[config.mk]
export PLATFORM = sky130hd
export DESIGN_NAME = cdb_arbiter
export DESIGN_NICKNAME = d
export VERILOG_FILES = /design/src/rtl/cdb_arbiter_pkg.sv /design/src/rtl/cdb_src_fifo.sv /design/src/rtl/cdb_arbiter.sv
export SDC_FILE = /design/constraint.sdc
export NUM_CORES = 1
export LEC_CHECK = 0
export BUFFER_PORTS_ARGS = -buffer_cell sky130_fd_sc_hd__buf_2
export CORE_MARGIN = 2
export CORE_UTILIZATION = 35
export CTS_BUF_LIST = sky130_fd_sc_hd__clkbuf_4
export CTS_CLUSTER_DIAMETER = 120
export CTS_CLUSTER_SIZE = 40
export DETAILED_ROUTE_END_ITERATION = 10
export GPL_TIMING_DRIVEN = 0
export HOLD_SLACK_MARGIN = 0.1
export PLACE_DENSITY_LB_ADDON = 0.12
export SLEW_MARGIN = 20
export SYNTH_ARGS = -nofsm -noshare
export SYNTH_HDL_FRONTEND = slang
export SYNTH_HIERARCHICAL = 1
export SYNTH_SLANG_ARGS = --single-unit
[constraint.sdc]
create_clock -name clk -period 4.9 [get_ports clk]
set_input_delay 0.735 -clock clk [delete_from_list [all_inputs] [get_ports clk]]
set_output_delay 0.735 -clock clk [all_outputs]
set_load 0.1 [all_outputs]
[src/rtl/cdb_arbiter_pkg.sv]
// Shared constants and types for the common data bus arbiter: field widths,
// CDB lane layout, source indices and the round-robin index helper.
package cdb_arbiter_pkg;

    localparam int TAG_W          = 4;
    localparam int DATA_W         = 32;
    localparam int CDB_W          = 74;
    localparam int SRC_FIFO_DEPTH = 4;
    localparam int NUM_SRC        = 3;
    localparam int CNT_W          = 3;
    localparam int PTR_W          = 2;

    // Lane layout on the CDB: each lane is {valid, tag, value}.
    localparam int LANE0_VALUE_LO = 0;
    localparam int LANE0_TAG_LO   = 32;
    localparam int LANE0_VALID    = 36;
    localparam int LANE1_VALUE_LO = 37;
    localparam int LANE1_TAG_LO   = 69;
    localparam int LANE1_VALID    = 73;

    typedef logic [1:0] src_idx_t;

    localparam src_idx_t SRC_ALU = 2'd0;
    localparam src_idx_t SRC_LSB = 2'd1;
    localparam src_idx_t SRC_BRU = 2'd2;

    typedef struct packed {
        logic [TAG_W-1:0]  tag;
        logic [DATA_W-1:0] value;
    } cdb_entry_t;

    // (base + step) mod NUM_SRC for base, step in 0..2.
    function automatic src_idx_t src_add(input src_idx_t base, input src_idx_t step);
        logic [2:0] sum;
        sum = {1'b0, base} + {1'b0, step};
        if (sum >= 3'd3) begin
            return src_idx_t'(sum - 3'd3);
        end
        return src_idx_t'(sum);
    endfunction

endpackage

[src/rtl/cdb_src_fifo.sv]
// Per-source 4-entry result FIFO. Pops (one or two) are applied before the
// push, so a full FIFO still accepts a push in a cycle where it is popped.
module cdb_src_fifo
    import cdb_arbiter_pkg::*;
(
    input  logic             clk,
    input  logic             rst,
    input  logic             en,
    input  logic             clear,
    input  logic             push,
    input  cdb_entry_t       push_data,
    input  logic             pop1,
    input  logic             pop2,
    output cdb_entry_t       head,
    output cdb_entry_t       head_next,
    output logic [CNT_W-1:0] count,
    output logic [CNT_W-1:0] count_next,
    output logic             drop
);

    cdb_entry_t       mem [SRC_FIFO_DEPTH];
    logic [PTR_W-1:0] rd_ptr;
    logic [PTR_W-1:0] wr_ptr;
    logic [CNT_W-1:0] pop_cnt;
    logic [CNT_W-1:0] after_pop;
    logic             accept;

    always_comb begin
        pop_cnt    = pop2 ? 3'd2 : (pop1 ? 3'd1 : 3'd0);
        after_pop  = count - pop_cnt;
        accept     = push && !clear && (after_pop < CNT_W'(SRC_FIFO_DEPTH));
        // A flush discards pushes silently; only capacity losses are drops.
        drop       = push && !clear && !accept;
        count_next = clear ? '0 : after_pop + {2'b00, accept};
    end

    assign head      = mem[rd_ptr];
    assign head_next = mem[rd_ptr + 2'd1];

    always_ff @(posedge clk) begin
        if (en && accept) begin
            mem[wr_ptr] <= push_data;
        end
    end

    always_ff @(posedge clk) begin
        if (rst) begin
            rd_ptr <= '0;
            wr_ptr <= '0;
            count  <= '0;
        end else if (en) begin
            if (clear) begin
                rd_ptr <= '0;
                wr_ptr <= '0;
                count  <= '0;
            end else begin
                rd_ptr <= rd_ptr + pop_cnt[PTR_W-1:0];
                if (accept) begin
                    wr_ptr <= wr_ptr + 2'd1;
                end
                count <= count_next;
            end
        end
    end

endmodule

[src/rtl/cdb_arbiter.sv]
// Two-lane common data bus arbiter: ALU, LSB and BRU results are queued per
// source and granted round-robin onto a registered two-lane CDB.
module cdb_arbiter
    import cdb_arbiter_pkg::*;
(
    input  logic              clk,
    input  logic              rst,
    input  logic              rdy,
    input  logic              flush,
    input  logic              alu_valid,
    input  logic [TAG_W-1:0]  alu_tag,
    input  logic [DATA_W-1:0] alu_value,
    input  logic              lsb_valid,
    input  logic [TAG_W-1:0]  lsb_tag,
    input  logic [DATA_W-1:0] lsb_value,
    input  logic              bru_valid,
    input  logic [TAG_W-1:0]  bru_tag,
    input  logic [DATA_W-1:0] bru_value,
    output logic              alu_ready,
    output logic              lsb_ready,
    output logic              bru_ready,
    output logic [CDB_W-1:0]  cdb,
    output logic              overflow,
    output logic [1:0]        rr_dbg
);

    // Handshake: x_valid pushes unconditionally; x_ready is advisory and is
    // only high while at least two slots are free, so a producer that reacts
    // one cycle late still never loses an entry. Each cdb lane is a one-cycle
    // valid pulse with no back-pressure.

    logic [NUM_SRC-1:0]            push_v;
    cdb_entry_t [NUM_SRC-1:0]      push_e;
    cdb_entry_t [NUM_SRC-1:0]      head;
    cdb_entry_t [NUM_SRC-1:0]      head_next;
    logic [NUM_SRC-1:0][CNT_W-1:0] cnt;
    logic [NUM_SRC-1:0][CNT_W-1:0] cnt_nxt;
    logic [NUM_SRC-1:0]            pop1;
    logic [NUM_SRC-1:0]            pop2;
    logic [NUM_SRC-1:0]            drop;

    src_idx_t         rr_q;
    logic [CDB_W-1:0] cdb_q;
    logic [CDB_W-1:0] cdb_next;
    logic             overflow_q;
    logic [NUM_SRC-1:0] ready_q;

    src_idx_t   cand;
    logic       g0_v;
    src_idx_t   g0_src;
    logic       g1_v;
    src_idx_t   g1_src;
    logic       g1_same;
    src_idx_t   last_src;
    cdb_entry_t lane0_e;
    cdb_entry_t lane1_e;

    always_comb begin
        push_v              = '0;
        push_e              = '0;
        push_v[SRC_ALU]     = alu_valid;
        push_e[SRC_ALU]     = '{tag: alu_tag, value: alu_value};
        push_v[SRC_LSB]     = lsb_valid;
        push_e[SRC_LSB]     = '{tag: lsb_tag, value: lsb_value};
        push_v[SRC_BRU]     = bru_valid;
        push_e[SRC_BRU]     = '{tag: bru_tag, value: bru_value};
    end

    for (genvar s = 0; s < NUM_SRC; s++) begin : g_fifo
        cdb_src_fifo u_fifo (
            .clk        (clk),
            .rst        (rst),
            .en         (rdy),
            .clear      (flush),
            .push       (push_v[s]),
            .push_data  (push_e[s]),
            .pop1       (pop1[s]),
            .pop2       (pop2[s]),
            .head       (head[s]),
            .head_next  (head_next[s]),
            .count      (cnt[s]),
            .count_next (cnt_nxt[s]),
            .drop       (drop[s])
        );
    end

    // Scan rr, rr+1, rr+2: first non-empty source takes lane0, the next one
    // lane1; with a single busy source its second entry fills lane1.
    always_comb begin
        cand    = rr_q;
        g0_v    = 1'b0;
        g0_src  = rr_q;
        g1_v    = 1'b0;
        g1_src  = rr_q;
        g1_same = 1'b0;
        for (int k = 0; k < NUM_SRC; k++) begin
            cand = src_add(rr_q, src_idx_t'(k));
            if (cnt[cand] != '0) begin
                if (!g0_v) begin
                    g0_v   = 1'b1;
                    g0_src = cand;
                end else if (!g1_v) begin
                    g1_v   = 1'b1;
                    g1_src = cand;
                end
            end
        end
        if (g0_v && !g1_v && (cnt[g0_src] >= 3'd2)) begin
            g1_v    = 1'b1;
            g1_src  = g0_src;
            g1_same = 1'b1;
        end
        last_src = g1_v ? g1_src : g0_src;
        lane0_e  = head[g0_src];
        lane1_e  = g1_same ? head_next[g0_src] : head[g1_src];
    end

    always_comb begin
        pop1 = '0;
        pop2 = '0;
        for (int s = 0; s < NUM_SRC; s++) begin
            pop2[s] = g1_same && (g0_src == src_idx_t'(s));
            pop1[s] = !pop2[s] &&
                      ((g0_v && (g0_src == src_idx_t'(s))) ||
                       (g1_v && !g1_same && (g1_src == src_idx_t'(s))));
        end
    end

    always_comb begin
        cdb_next = '0;
        if (g0_v) begin
            cdb_next[LANE0_VALID]                = 1'b1;
            cdb_next[LANE0_TAG_LO +: TAG_W]      = lane0_e.tag;
            cdb_next[LANE0_VALUE_LO +: DATA_W]   = lane0_e.value;
        end
        if (g1_v) begin
            cdb_next[LANE1_VALID]                = 1'b1;
            cdb_next[LANE1_TAG_LO +: TAG_W]      = lane1_e.tag;
            cdb_next[LANE1_VALUE_LO +: DATA_W]   = lane1_e.value;
        end
    end

    always_ff @(posedge clk) begin
        if (rst) begin
            rr_q       <= SRC_ALU;
            cdb_q      <= '0;
            overflow_q <= 1'b0;
            ready_q    <= '1;
        end else if (rdy) begin
            if (flush) begin
                rr_q    <= SRC_ALU;
                cdb_q   <= '0;
                ready_q <= '1;
            end else begin
                cdb_q      <= cdb_next;
                overflow_q <= overflow_q | (|drop);
                if (g0_v) begin
                    rr_q <= src_add(last_src, 2'd1);
                end
                for (int s = 0; s < NUM_SRC; s++) begin
                    ready_q[s] <= (cnt_nxt[s] <= 3'd2);
                end
            end
        end
    end

    assign cdb       = cdb_q;
    assign overflow  = overflow_q;
    assign alu_ready = ready_q[SRC_ALU];
    assign lsb_ready = ready_q[SRC_LSB];
    assign bru_ready = ready_q[SRC_BRU];
    assign rr_dbg    = rr_q;

endmodule

### After elaboration in Yosys (flattened, before gate mapping)

Memories as Yosys holds them, arrays and structs flattened. A register that Yosys moved wholly into a read port is not among the register bits.
Index checks and enable logic that the tools add are counted.

| word-level totals | value |
|---|---|
| register bits after elaboration | 101 |
| bits in writable memories | 432 |
| output and inout port bits | 80 |
| logic and storage cells | 205 |
| memories | 3 |

| operators by class | value |
|---|---|
| add/subtract/negate cells | 22 |
| $lt $le $gt $ge | 16 |
| equal/unequal tests | 4 |
| multiplexer cells | 91 |
| bitwise operators | 2 |
| reduce and logical (&&, ||, !) cells | 54 |

Memory list:

| memory | depth | width | rd ports | clocked after Yosys merged registers in | write ports | RTL line | source |
|---|---|---|---|---|---|---|---|
| g_fifo[0].u_fifo.mem | 4 | 36 | 2 | 1 | 1 | cdb_src_fifo.sv:21 | `cdb_entry_t mem [SRC_FIFO_DEPTH];` |
| g_fifo[1].u_fifo.mem | 4 | 36 | 2 | 1 | 1 | cdb_src_fifo.sv:21 |  |
| g_fifo[2].u_fifo.mem | 4 | 36 | 2 | 1 | 1 | cdb_src_fifo.sv:21 |  |

Operators with widths:

| operator | count |
|---|---|
| binary-select mux 36 bit (select 2 bit) | 3 |
| 2-to-1 mux 36 bit | 4 |
| 2-to-1 mux 2 bit | 37 |
| 2-to-1 mux 37 bit | 2 |
| 2-to-1 mux 74 bit | 1 |
| 2-to-1 mux 3 bit | 14 |
| logical AND 1 bit | 27 |
| 2-to-1 mux 1 bit | 26 |
| binary-select mux 3 bit (select 2 bit) | 4 |
| < comparator 2 x 3 -> 1 bit (second input constant) | 5 |
| adder 2 x 1 -> 2 bit (second input constant) | 6 |
| >= comparator 3 x 2 -> 1 bit (second input constant) | 4 |
| AND reduction 2 bit | 5 |
| adder 3 x 1 -> 3 bit | 3 |
| less-or-equal comparator 3 x 2 -> 1 bit (second input constant) | 3 |
| zero test 1 bit | 9 |
| < comparator 3 bit (second input constant) | 3 |
| nonzero test 3 bit | 3 |
| subtractor 3 bit | 3 |
| nonzero test 2 bit | 4 |
| subtractor 2 bit (second input constant) | 4 |
| adder 2 x 1 -> 3 bit (second input constant) | 2 |
| adder 2 bit | 3 |
| == test 2 x 1 -> 1 bit (second input constant) | 2 |
| 8 further kinds | 12 |

### Depth between registers and ports, before layout

Gate-level depths: netlist (run 1).

| depth | value |
|---|---|
| word-level depth | 30 |
| depth in mapped cells | 29 |

### Modules after synthesis

The synthesis (run 1) kept the hierarchy.

By module, submodules not included:

| module | instances | cells an instance | area each (µm²) | sequential area each (µm²) |
|---|---|---|---|---|
| cdb_src_fifo at g_fifo[2].u_fifo | 1 | 301 | 6,716.4 | 4,504.3 |
| cdb_src_fifo at g_fifo[1].u_fifo | 1 | 300 | 6,707.7 | 4,504.3 |
| cdb_src_fifo at g_fifo[0].u_fifo | 1 | 299 | 6,697.7 | 4,504.3 |
| cdb_arbiter | 1 | 849 | 6,398.6 | 1,601.5 |

### Least setup slack after synthesis (run 1)

Ideal clock, no wire load.

| path | value |
|---|---|
| path type | flip-flop to flip-flop |
| from | register rr_q[0] (netlist: rr_dbg[0]) |
| to | memory g_fifo[0].u_fifo/mem[0][0] (netlist bit) (enable) |
| setup time | 0.397 ns |
| data arrival time | 5.790 ns |
| required time | 4.503 ns |
| setup slack | -1.286 ns |
| stages on the path, launching flop included | 20 |
| buffers on the path | 3 |
| period minus slack after synthesis | 6.186 ns |
| path through | dfxtp_1 inv_1 ha_1 or2_2 a2bb2oi_2 and2_1 buf_2 o221ai_2 and2_1 clkbuf_1 clkbuf_1 nand2_1 nor2_1 a211oi_1 nor2b_1 ha_1 fa_1 xnor2_2 and3_4 and2_1 |

RTL lines:

| element | RTL line | source |
|---|---|---|
| from (decl) | cdb_arbiter.sv:42 | `src_idx_t rr_q;` |
| from (signal assigned) | cdb_arbiter.sv:158 | `rr_q <= src_add(last_src, 2'd1);` |
| parallel branches: the longest is 16 deep, another holds adder 2 x 1 -> 3 bit | - |  |
| logical AND 1 bit * | cdb_arbiter.sv:122 | `pop2[s] = g1_same && (g0_src == src_idx_t'(s));` |
| via pop2[0] | cdb_arbiter.sv:39 | `logic [NUM_SRC-1:0] pop2;` |
| zero test 1 bit * | cdb_arbiter.sv:123 | `pop1[s] = !pop2[s] &&` |
| logical AND 1 bit * | cdb_arbiter.sv:123 |  |
| via pop1[0] | cdb_arbiter.sv:38 | `logic [NUM_SRC-1:0] pop1;` |
| 2-to-1 mux 1 bit * | cdb_src_fifo.sv:29 | `pop_cnt = pop2 ? 3'd2 : (pop1 ? 3'd1 : 3'd0);` |
| 2-to-1 mux 3 bit * | cdb_src_fifo.sv:29 |  |
| subtractor 3 bit * | cdb_src_fifo.sv:30 | `after_pop = count - pop_cnt;` |
| < comparator 3 bit * | cdb_src_fifo.sv:31 | `accept = push && !clear && (after_pop < CNT_W'(SRC_FIFO_DEPTH));` |
| logical AND 1 bit * | cdb_src_fifo.sv:31 |  |
| logical AND 1 bit * | cdb_src_fifo.sv:41 | `if (en && accept) begin` |
| 2-to-1 mux 1 bit * | cdb_src_fifo.sv:41 |  |
| 2-to-1 mux 1 bit (implied by the code) * | cdb_src_fifo.sv:42 | `mem[wr_ptr] <= push_data;` |
| to (decl) | cdb_src_fifo.sv:21 |  |

Mark *: on every way through the listed nets, which the timed path passes. The select of a mux whose other input is x is not followed.

### Final worst setup path (run 1)

| path | value |
|---|---|
| from | register rr_q[0] (netlist: rr_dbg[0]) |
| to | memory g_fifo[0].u_fifo/mem[0][0] (netlist bit) (enable) |

| between the ends | value |
|---|---|
| word-level cells in the longest chain between the ends | 29 |

RTL lines:

| element | RTL line |
|---|---|
| parallel branches: the longest is 20 deep, another holds adder 2 x 1 -> 3 bit | - |
| logical AND 1 bit * | cdb_arbiter.sv:123 |
| via pop1[0] | cdb_arbiter.sv:38 |
| 2-to-1 mux 1 bit * | cdb_src_fifo.sv:29 |
| 2-to-1 mux 3 bit * | cdb_src_fifo.sv:29 |
| subtractor 3 bit * | cdb_src_fifo.sv:30 |
| < comparator 3 bit * | cdb_src_fifo.sv:31 |
| logical AND 1 bit * | cdb_src_fifo.sv:31 |
| logical AND 1 bit * | cdb_src_fifo.sv:41 |
| 2-to-1 mux 1 bit * | cdb_src_fifo.sv:41 |
| 2-to-1 mux 1 bit (implied by the code) * | cdb_src_fifo.sv:42 |

Marked as above.

==> results.json, run 1 <==
{
  "fin_area_sq_um": 31170,
  "synth.top_cells.by_area": "edfxtp_1 49%, mux4_2 18%, dfxtp_1 8.1%",
  "cpLargestDelayFamily": "simple AND/OR/NAND/NOR gates",
  "ys_seq_area_frac": 0.5699,
  "vdd.ir_drop.worst_mv": 0.5483,
  "delay_of_the_slowest_critical_path_stage_ps": 560,
  "final_common_cell": "edfxtp_1",
  "critical_path_arrival_ps": 5290,
  "power_density_nw_per_um2": 655.5,
  "buffer_ports.inserted": 194,
  "finalWeightedCongestion": 0.8787,
  "detail_route.wl_per_cell_um": 29.03,
  "routed_wirelength_um": 90030,
  "viasPerCell": 5.789,
  "depth_of_the_worst_register_to_register_path": 20,
  "area_growth_pct": 17.53,
  "hold_violation_total_from_the_final_report": 0,
  "die_height_um": 279.3,
  "antenna_violating_nets_left": 0,
  "power.net_switching_uw": 10080,
  "cp_data_required_time_ps": 5490,
  "drt_pass1_iterations": 5,
  "crit_path_start": "rr_dbg[0]",
  "core_area_sq_um": 74700,
  "post_synth_instance_area_sq_um": 26520,
  "rsz0062_at_grt": "yes",
  "finalCritPeriodShare": 0.9594,
  "post-synth-top-area-fraction": 0.4891,
  "worstReg2RegStart": "rr_dbg[0]",
  "sink_count": 539,
  "async_reset_ff_frac": 0,
  "path_buf_inv": 4,
  "final_stage_net_count": 2259,
  "reg2reg_to": "g_fifo[0].u_fifo/mem[0][0]",
  "vias": 17950,
  "cts_buffers": 21,
  "critical_path.most_common_cell": "ha_4",
  "start_util": 0.3550,
  "chain_of_cells_forming_the_critical_path": "inv_4, ha_4, or2_4, o22ai_4, nor4_4, buf_6, nand3_4, a31o_1, or2_1, buf_8, nand2_8, o21ai_4, a211oi_4, nor2b_4, ha_4, fa_2, xnor2_4, buf_4, and3_4, and2_4",
  "layout_fillers": 6920,
  "drt_first_iter_violations": 1611,
  "sequentialPowerShare": 0.278,
  "clockBufferDepth": 3,
  "clk_pin_slew_worst_paths_ps": 330,
  "syn_area_per_cell_sq_um": 15.16,
  "p_leak_uw": 0.01055,
  "max-slew-margin-rel": 0.2885,
  "crit_type": "reg -> reg",
  "swShare": 0.4932,
  "yosysWarningCount": 6,
  "grt_start_max_net_pins": 42,
  "max_cap_viol_count": 0,
  "worst_clock_skew_ps": 98.47,
  "root_buffer": "clkbuf_4",
  "grt_first_pass_wirelength_um": 128600,
  "dp.final_hpwl_um": 66810,
  "slew_viol_final": 0,
  "clk-insertion-delay-late_ps": 960,
  "internal-power_uw": 10350,
  "report.final.setup_viol": 0,
  "syn_inst": 1749,
  "detailed_place.area_sq_um": 28880,
  "count_of_flip_flops_with_a_built_in_enable_after_synthesis": 432,
  "regToRegSetupSlack_ps": 200,
  "max_slew.worst_pin.slew_ps": 1067,
  "outcome": "complete, no violations",
  "post-synth-top-area-cell": "edfxtp_1",
  "sort_of_element_at_the_end_of_the_critical_path": "flip-flop",
  "timing.fmax_mhz": 212.7,
  "holdPathEnd": "g_fifo[1].u_fifo/wr_ptr[0]",
  "die_area_sq_um": 77990,
  "first_global_vias": 18000,
  "global_route.usage.total": 0.2288,
  "overflow": 0,
  "worst_setup_path_start_kind": "flip-flop",
  "worst-path-max-fanout": 36,
  "worstHoldStart": "lsb_valid",
  "most-common-layout-cells": "432 x edfxtp_1, 216 x mux4_2, 210 x buf_2, 162 x nand2_1, 110 x dlygate4sd3_1",
  "postSynthRegisterBits": 539,
  "min_period_ps": 4701,
  "drive_gt1_frac": 0.3249,
  "hold_path_class": "in -> reg",
  "worst_path_max_delay_cell": "and2_4",
  "mappedNetlistNets": 1895,
  "die_x_um": 279.3,
  "antenna_violations_before_repair": 7,
  "power.share.combinational": 0.630,
  "h_tree_levels": 1,
  "hold-path-cell-count": 3,
  "cts_tree": "done",
  "power.share.clock": 0.092,
  "route.detailed.drc": 0,
  "std_cell_rows": 100,
  "io_pins": 195,
  "instances_no_fill": 3101,
  "numPlacedInstances": 2914,
  "post_synth_num_cell_types": 76,
  "synth_ff_type": "edfxtp_1"
}
[cells by family (layout without fill, tap and decap cells)]
group | after synthesis | in the layout | synth area share
multiplexers | 260 | 260 | 0.2018
AO/OA/AOI/OAI | 323 | 323 | 0.09195
adder cells (fa/ha/maj) | 31 | 31 | 0.01547
buffers and inverters | 180 | 558 | 0.03628
flip-flops | 539 | 539 | 0.5699
XOR/XNOR | 10 | 10 | 0.003869
other | 0 | 5 | 0
AND/OR/NAND/NOR | 406 | 406 | 0.08072
[sequential cells by signal, summed over array words and instances, names as in the netlist, named ones only]
register	flops
g_fifo.u_fifo/count	9
overflow	1
cdb	74
ready_q	3
rr_dbg	2
g_fifo.u_fifo/rd_ptr	6
g_fifo.u_fifo/wr_ptr	6
g_fifo.u_fifo/mem	432
[power by group through the flow]
stage          Combinational [uW]  Clock [uW]  Sequential [uW]
2_1_floorplan                6520           0             6680
3_3_place_gp                11300           0             5760
3_5_place_dp                11300           0             5770
4_1_cts                     12300        1950             5670
5_1_grt                     13600        2100             5720
6_report                    12900        1880             5670
[layer usage]
layer  part of all wire  global-route usage
met1               0.41              0.2997
met2               0.50              0.3969
met3              0.049             0.02845
met4              0.036             0.06907
met5            0.00041                   0
[stage by stage]
stage          utilization  total power, uW  hold slack [ps]  setup WS, ps  TNS, ps
6_report            0.4173            20430            170.8         199.1        0
3_5_place_dp        0.3866            17070            456.7         -1092  -316810
3_3_place_gp        0.3856            17050            454.1         -1956  -602920
2_1_floorplan            -            13200            492.2         5.302        0
4_1_cts             0.4139            19940            104.6         2.784        0
5_1_grt             0.4172            21440            122.4        -30.22   -95.92
[worst max path at each step]
stage                                              to  slack [ps]  cells past startpoint
after floorplan                            ready_q[0]           5                     28
after global placement    g_fifo[2].u_fifo/mem[3][12]       -1960                     16
after detailed placement                   ready_q[2]       -1090                     23
after CTS                                  ready_q[0]           3                     26
after global routing                       ready_q[2]         -30                     23
final                      g_fifo[0].u_fifo/mem[0][0]         200                     20
[tightest hold or removal path: stages]
cell     delay, ps
buf_2          120
a41oi_1        130
o41ai_2         50
[cell type report]
class / instances / area, sq um / share of cell area
Sequential cell: 539 / 15120 / 0.4852
Clock inverter: 11 / 207.7 / 0.006664
Timing Repair Buffer: 348 / 2467 / 0.07916
Antenna cell: 5 / 12.51 / 0.0004014
Multi-Input combinational cell: 1030 / 10940 / 0.3511
Inverter: 28 / 107.6 / 0.003452
Clock buffer: 26 / 195.2 / 0.006262
Tap cell: 969 / 1212 / 0.03890
Buffer: 145 / 898.4 / 0.02882
[synthesized netlist by cell type (37+ instances only)]
| cell | instances |
|---|---|
| edfxtp_1 | 432 |
| mux4_2 | 216 |
| nand2_1 | 166 |
| dfxtp_1 | 107 |
| a21oi_1 | 88 |
| clkbuf_1 | 82 |
| and3_1 | 44 |
| nor3_1 | 44 |
| o21ai_0 | 42 |
| a221o_1 | 37 |
| mux2_2 | 37 |
[repair_timing]
item	in CTS	in global routing
endpoints found under the hold margin	435	0
hold buffers	110	0
pin swaps	28	34
setup endpoints to repair	448	100
resized for setup	62	44
buffers inserted	29	14
Power figures use the tool's default switching activity.
==> inputs of run 2 (changes only) <==
--- a/config.mk
+++ b/config.mk
@@ -14,7 +14,7 @@
 export DETAILED_ROUTE_END_ITERATION = 10
 export GPL_TIMING_DRIVEN = 0
 export HOLD_SLACK_MARGIN = 0.1
-export PLACE_DENSITY_LB_ADDON = 0.12
+export PLACE_DENSITY_LB_ADDON = 0.1
 export SLEW_MARGIN = 20
 export SYNTH_ARGS = -nofsm -noshare
 export SYNTH_HDL_FRONTEND = slang
==> results.json, run 2 (synthesis results as in run 1) <==
{
  "final_common_cell": "edfxtp_1",
  "global_route.usage.total": 0.2290,
  "sort_of_element_at_the_end_of_the_critical_path": "flip-flop",
  "worst-path-max-fanout": 6,
  "worst_path_max_delay_cell": "dfxtp_4",
  "die_area_sq_um": 77990,
  "final_stage_net_count": 2274,
  "drive_gt1_frac": 0.3315,
  "top_usage_layer": "met2",
  "numPlacedInstances": 2914,
  "finalWeightedCongestion": 0.8909,
  "power_density_nw_per_um2": 662.5,
  "grt.met1_usage": 0.3026,
  "start_util": 0.3550,
  "worstReg2RegStart": "rr_dbg[0]",
  "gr-usage-met2": 0.4092,
  "hold_violation_total_from_the_final_report": 0,
  "routed_wirelength_um": 90760,
  "slew_viol_final": 0,
  "clk_pin_slew_worst_paths_ps": 370,
  "std_cell_rows": 100,
  "clockBufferDepth": 3,
  "vdd.ir_drop.worst_mv": 0.5078,
  "grt_first_pass_wirelength_um": 128800,
  "cp_data_required_time_ps": 5740,
  "hold_path_class": "in -> reg",
  "cts_buffers": 20,
  "critical_path_arrival_ps": 5690,
  "viasPerCell": 5.846,
  "clk-insertion-delay-late_ps": 970,
  "outcome": "complete, no violations",
  "finalCritPeriodShare": 0.9885,
  "p_leak_uw": 0.01064,
  "overflow": 0,
  "drt_first_iter_violations": 1721,
  "area_growth_pct": 18.07,
  "grtUsageMet3": 0.02452,
  "max-slew-margin-rel": 0.3063,
  "postLayoutSetupSlackWorst_ps": 56.15,
  "worst_setup_path_start_kind": "flip-flop",
  "vias": 18220,
  "grt_start_max_net_pins": 42,
  "timing.fmax_mhz": 206.4,
  "first_global_vias": 18010,
  "most-common-layout-cells": "432 x edfxtp_1, 216 x mux4_2, 210 x buf_2, 162 x nand2_1, 111 x dlygate4sd3_1",
  "reg2reg_to": "ready_q[0]",
  "report.final.setup_viol": 0,
  "route.detailed.drc": 0,
  "largest_register_ff_count": 432,
  "dp.final_hpwl_um": 67210,
  "delay_of_the_slowest_critical_path_stage_ps": 470,
  "worstSetupEndpoint": "ready_q[0]",
  "instances_no_fill": 3116,
  "io_pins": 195,
  "largest-register": "g_fifo.u_fifo/mem",
  "sink_count": 539,
  "buffer_ports.inserted": 194,
  "rsz0062_at_grt": "yes",
  "crit_path_start": "rr_dbg[0]",
  "layout_fillers": 6842,
  "drt_pass1_iterations": 6,
  "root_buffer": "clkbuf_4",
  "detail_route.wl_per_cell_um": 29.13,
  "die_height_um": 279.3,
  "antenna_violations_before_repair": 7,
  "timing.hold.ws_ps": 176.5,
  "max_cap_viol_count": 0,
  "min_period_ps": 4844,
  "max_slew.worst_pin.slew_ps": 1040,
  "regToRegSetupSlack_ps": 60,
  "die_x_um": 279.3,
  "worstHoldStart": "rst",
  "crit_type": "reg -> reg",
  "critical_path.most_common_cell": "ha_4",
  "antenna_violating_nets_left": 0,
  "cts_tree": "done",
  "depth_of_the_worst_register_to_register_path": 28,
  "place_ws_ps": -1146,
  "core_area_sq_um": 74700,
  "worst_clock_skew_ps": 118.6,
  "h_tree_levels": 1
}
-- run 2: per-layer routing --
metal  up-vias  wire, um
met5         -        37
met4         6      1883
met3        80      4254
met2       618     46790
met1      9658     37800
li1       7854         -
-- run 2: worst max-delay path: cells and delay by family (launching register included) --
kind / cells / cell delay [ps]
xor+xnor: 2 / 300
buf+inv: 4 / 500
simple gates: 11 / 1490
compound gates: 6 / 930
fa+ha+maj: 5 / 1030
flops: 1 / 470
-- run 2: per-stage QoR --
stage / cell area [sq um] / power, uW / setup TNS, ps / utilization
after floorplan: 26620 / 13200 / 0 / -
final: 31310 / 20740 / 0 / 0.4192
after CTS: 30950 / 20030 / 0 / 0.4144
after global placement: 28810 / 17020 / -600000 / 0.3856
after global routing: 31310 / 21720 / -3479 / 0.4191
after detailed placement: 28880 / 17090 / -332760 / 0.3866
-- run 2: worst min-delay path by stage --
stage / slack (ps) / depth (start not counted) / end
global placement: 460 / 2 / cdb[5]
floorplan: 490 / 2 / g_fifo[2].u_fifo/wr_ptr[1]
global route: 110 / 2 / g_fifo[0].u_fifo/wr_ptr[1]
CTS: 100 / 2 / g_fifo[0].u_fifo/count[0]
finish: 180 / 2 / g_fifo[0].u_fifo/count[1]
detailed placement: 460 / 2 / cdb[11]
-- run 2: power breakdown --
part	switching, uW	leakage (uW)	internal [uW]	total, uW
clock	1480	0.000204	379	1860
combinational	8330	0.00567	4850	13200
sequential	307	0.00477	5390	5700
-- run 2: what timing repair did --
item,CTS,global route
gates resized for setup,68,41
hold buffers,111,0
buffers inserted,32,24
hold endpoints to repair,436,0
setup endpoints to repair,447,295
pin swaps,26,45
-- run 2: layout make-up --
cell class                      instances  area, sq um  share of cell area
Sequential cell                       539        15130              0.4831
Multi-Input combinational cell       1030        10960              0.3500
Timing Repair Buffer                  363         2600             0.08303
Tap cell                              969         1212             0.03872
Buffer                                146        905.9             0.02893
Clock buffer                           27        202.7            0.006473
Clock inverter                          9        187.7            0.005994
Inverter                               28        107.6            0.003436
Antenna cell                            5        12.51           0.0003996
